--- src/rtl/uart_tx_datapath.sv ---
// -----------------------------------------------------------------------------
// uart_tx_datapath
//
// UART transmit datapath that sits beside the transmit FSM and is driven by it.
// It captures the parallel word, computes its parity bit, shifts the data out
// LSB-first and drives the serial line through a 4-way frame-bit selector.
//
// Ports
//   CLK         in   1           transmit bit clock, one frame bit per cycle
//   RST         in   1           asynchronous, active-low reset
//   P_DATA      in   DATA_WIDTH  parallel word to send
//   DATA_VALID  in   1           P_DATA valid for one cycle
//   PAR_TYP     in   1           parity type: 0 = even, 1 = odd
//   Busy        in   1           FSM frame-in-progress flag
//   ser_en      in   1           serializer enable from the FSM
//   mux_sel     in   2           frame-bit select from the FSM
//   ser_done    out  1           last data bit is being presented (combinational)
//   TX_OUT      out  1           registered serial line, idle high
//
// Handshake: a word is accepted on any rising edge where DATA_VALID=1 and
// Busy=0. There is no ready output; the FSM's Busy flag acts as the inverse
// of ready, and DATA_VALID while Busy=1 is dropped without effect.
// -----------------------------------------------------------------------------
module uart_tx_datapath #(
  parameter int DATA_WIDTH = 8
) (
  input  logic                  CLK,
  input  logic                  RST,
  input  logic [DATA_WIDTH-1:0] P_DATA,
  input  logic                  DATA_VALID,
  input  logic                  PAR_TYP,
  input  logic                  Busy,
  input  logic                  ser_en,
  input  logic [1:0]            mux_sel,
  output logic                  ser_done,
  output logic                  TX_OUT
);

  localparam int CW = (DATA_WIDTH > 1) ? $clog2(DATA_WIDTH) : 1;
  localparam logic [CW-1:0] LAST_BIT = CW'(DATA_WIDTH - 1);

  localparam logic [1:0] SEL_START  = 2'b00;
  localparam logic [1:0] SEL_STOP   = 2'b01;
  localparam logic [1:0] SEL_DATA   = 2'b10;
  localparam logic [1:0] SEL_PARITY = 2'b11;

  logic [DATA_WIDTH-1:0] data_reg;
  logic                  par_bit;
  logic [CW-1:0]         cnt;
  logic                  ser_data;
  logic                  tx_next;
  logic                  capture;

  assign capture = DATA_VALID & ~Busy;

  // Capture register. Parity type is sampled here only, so a PAR_TYP change
  // mid-frame cannot corrupt the parity bit already computed.
  always_ff @(posedge CLK or negedge RST) begin
    if (!RST) begin
      data_reg <= '0;
      par_bit  <= 1'b0;
    end else if (capture) begin
      data_reg <= P_DATA;
      par_bit  <= PAR_TYP ? ~^P_DATA : ^P_DATA;
    end
  end

  // ser_done looks only at mux_sel and cnt, never at ser_en, so the FSM can
  // use it to compute ser_en without forming a combinational loop.
  assign ser_done = (mux_sel == SEL_DATA) && (cnt == LAST_BIT);
  assign ser_data = data_reg[cnt];

  // Bit counter. Leaving the data phase (or finishing it) clears the count,
  // so every frame starts at bit 0 and the counter never wraps.
  always_ff @(posedge CLK or negedge RST) begin
    if (!RST) begin
      cnt <= '0;
    end else if ((mux_sel != SEL_DATA) || ser_done) begin
      cnt <= '0;
    end else if (ser_en) begin
      cnt <= cnt + 1'b1;
    end
  end

  // Frame-bit selector.
  always_comb begin
    tx_next = 1'b1;
    case (mux_sel)
      SEL_START:  tx_next = 1'b0;
      SEL_STOP:   tx_next = 1'b1;
      SEL_DATA:   tx_next = ser_data;
      SEL_PARITY: tx_next = par_bit;
      default:    tx_next = 1'b1;
    endcase
  end

  // Registered line output; the asynchronous reset forces the line idle
  // immediately, even mid-frame.
  always_ff @(posedge CLK or negedge RST) begin
    if (!RST) begin
      TX_OUT <= 1'b1;
    end else begin
      TX_OUT <= tx_next;
    end
  end

endmodule

--- config.mk ---
export PLATFORM = sky130hd
export DESIGN_NAME = uart_tx_datapath
export DESIGN_NICKNAME = d
export VERILOG_FILES = /design/src/rtl/uart_tx_datapath.sv
export SDC_FILE = /design/constraint.sdc
export NUM_CORES = 1
export LEC_CHECK = 0
export ABC_AREA = 1
export BUFFER_PORTS_ARGS = -buffer_cell sky130_fd_sc_hd__buf_4
export CAP_MARGIN = 20
export CORE_ASPECT_RATIO = 1.1
export CORE_UTILIZATION = 45
export DETAILED_ROUTE_END_ITERATION = 7
export PLACE_DENSITY_LB_ADDON = 0.1
export SETUP_SLACK_MARGIN = 0.1
export SLEW_MARGIN = 20
export SYNTH_ARGS = -nofsm -noshare
export SYNTH_HDL_FRONTEND = slang
export SYNTH_SLANG_ARGS = --single-unit
export TNS_END_PERCENT = 100
--- constraint.sdc ---
create_clock -name CLK -period 1.5 [get_ports CLK]
set_input_delay 0.15 -clock CLK [delete_from_list [all_inputs] [get_ports CLK]]
set_output_delay 0.15 -clock CLK [all_outputs]
set_load 0.03 [all_outputs]
==> flow_summary.yaml <==
run_status:
  status: "completed"
cells_and_area:
  layout-drive-gt1-share_pct: 25.2
  final_nets: 150
  syn_to_final_growth_pct: 28.8
  largest_reg_flops: 8
  fillers: 133
  postLayoutCellArea_sq_um: 968
  antenna_cells: 0
  final_core_util_pct: 62.2
critical_path:
  r2r_start: "cnt[0]"
  end_kind: "output pin"
  critPathKind: "flop to output pin"
  cp_data_required_time_ns: 1.35
  r2r_cells: 6
  cp-start-kind: "flop"
  worstPathArrival_ns: 1.30
  reg2reg_to: "TX_OUT"
  rrSetupSlack_ns: 0.37
  cp_max_fo: 2
placed_design:
  gp_congestion: 0.639
  placed_area_sq_um: 901
  portBuffers: 17
  dpl.hpwl_microns: 1100
hold_path:
  hold_end: "data_reg[7]"
  hold_class: "primary input to flop"
  holdPathStages: 3
  hp-start: "P_DATA[7]"
global_route:
  grt_start_max_net_pins: 16
  grt_pass1_wl_microns: 2270
  grt.total_usage_pct: 18.4
  overflow: 0
  antenna_found_initial: 0
  grt_pass1_vias: 625
logic_synthesis:
  synth_area_per_cell_sq_um: 6.96
  ys_seq_area_share_pct: 43.4
  synth_seq_cells: 13
  netlist_area_sq_um: 752
  yosys.cell_types.count: 17
  syn_inst: 108
  yosysWarnings: 0
  syn_nets: 126
floorplan:
  rows: 15
  start_util_pct: 48.3
  dieArea_sq_mm: 0.00184
  die_h_microns: 44.9
  core_sq_mm: 0.00156
  die-width_microns: 41.0
  ios: 18
power_and_ir_drop:
  fin_total_pwr_uw: 785
  ir_worst_vdd_mv: 0.424
  p_per_area_mw_per_mm2: 810
  power_leakage_nw: 0.530
route:
  wl_per_cell_microns: 9.32
  route.detailed.drc: 0
  drtAntennaViolNets: 0
  drt-initial-drc-count: 12
  first_pass_iters: 4
  finalWirelength_microns: 1380
  via_per_inst: 4.86
  num_vias: 719
clock_network:
  clkTransAtPathRegs_ns: 0.08
  clockBufferDepth: 2
  cts_sinks: 13
  cts_root_buffer: "clkbuf_4"
  cts_tree: "built"
  clk_latency_ns: 0.27
  cts_made_buffers: 3
  ctsHtreeMaxLevel: 1
timing:
  setup_viol: 0
  slew_violations: 0
  worst_slew_pin_slew_ns: 0.233
  fin_crit_sh_pct: 96.8
  max_freq_ghz: 0.689
  final-hold-violation-count: 0
  relSlewSlack_pct: 84.3
  min_period_ns: 1.45
  rsz0062_at_grt: "true"
  finalClockSkew_ns: 0.00596
job:
  drv_cap: 0
how the worst max path moves through the flow:
stage / to / startpoint / slack (ns) / depth (start not counted)
after floorplan: ser_done / cnt[0] / 0.19 / 4
after global placement: ser_done / cnt[0] / 0.27 / 5
after detailed placement: ser_done / cnt[0] / 0.24 / 5
after CTS: ser_done / cnt[1] / 0.02 / 5
after global routing: ser_done / cnt[1] / -0.03 / 5
final: ser_done / cnt[1] / 0.05 / 5
metrics by stage:
stage	hold WS, ns	TNS [ns]	setup WS, ns	std cells
3_5_place_dp	0.00244	0	0.241	141
3_3_place_gp	-0.0000906	0	0.273	141
6_report	0.0949	0	0.0485	148
5_1_grt	0.105	-0.0287	-0.0287	148
2_1_floorplan	-0.146	0	0.186	108
4_1_cts	0.0842	0	0.0216	148
critical path: stages, from the launching register on:
cell     delay, ns
dfrtp_1       0.37
ha_2          0.20
ha_4          0.12
inv_2         0.03
nor3_2        0.13
buf_4         0.17
cells in the mapped netlist, drive strengths merged:
master   n  area share, %
inv     15            7.5
o211ai   1            1.7
xor2     1            1.2
nor3     1           0.66
buf      1           0.66
dfstp    1            3.5
nand2   45             23
nand3    4            2.7
ha       2            3.3
a21oi    3            2.0
o21ai   13            8.7
nor2     9            5.5
dfrtp   12             40
final cells by class:
class	instances	area (sq um)	share of cell area [%]
Timing Repair Buffer	20	153	15.8
Inverter	15	56.3	5.81
Tap cell	17	21.3	2.20
Sequential cell	13	327	33.7
Clock inverter	1	5.00	0.517
Multi-Input combinational cell	79	384	39.7
Clock buffer	3	22.5	2.33
cell usage in the layout, fill, tap and decap left out, types with 4 or more instances in the layout:
master,count
o21ai_1,4
o21ai_0,9
nand2_1,44
nand3_1,4
inv_1,12
nor2_1,8
dfrtp_1,12
buf_4,19
layer usage:
metal / up-vias / global-route usage, % / share of wire (%)
li1: 381 / - / -
met1: 317 / 22.7 / 43
met2: 19 / 29.7 / 52
met3: 2 / 2.96 / 3.8
met4: 0 / 10.0 / 1.0
met5: - / 0 / 0
cells by family (layout without fill, tap and decap cells):
kind of cell	count (synthesis)	after routing	share of synthesized area, %
AND/OR/NAND/NOR	59	59	31.6
buffers and inverters	16	39	8.15
adder cells (fa/ha/maj)	2	2	3.33
XOR/XNOR	1	1	1.16
AO/OA/AOI/OAI	17	17	12.3
flip-flops	13	13	43.4
report_power, final:
group	switching, mW	total [mW]	internal, mW
registers	0.0201	0.410	0.390
clock network	0.107	0.206	0.0987
logic	0.0933	0.169	0.0752
repair_timing:
item	4_1_cts	5_1_grt
pin swaps	0	1
hold buffers	1	0
setup endpoints to repair	1	1
setup buffers	2	0
hold endpoints to repair	13	0
resized for setup	1	3
(Power assumes the default switching activity.)
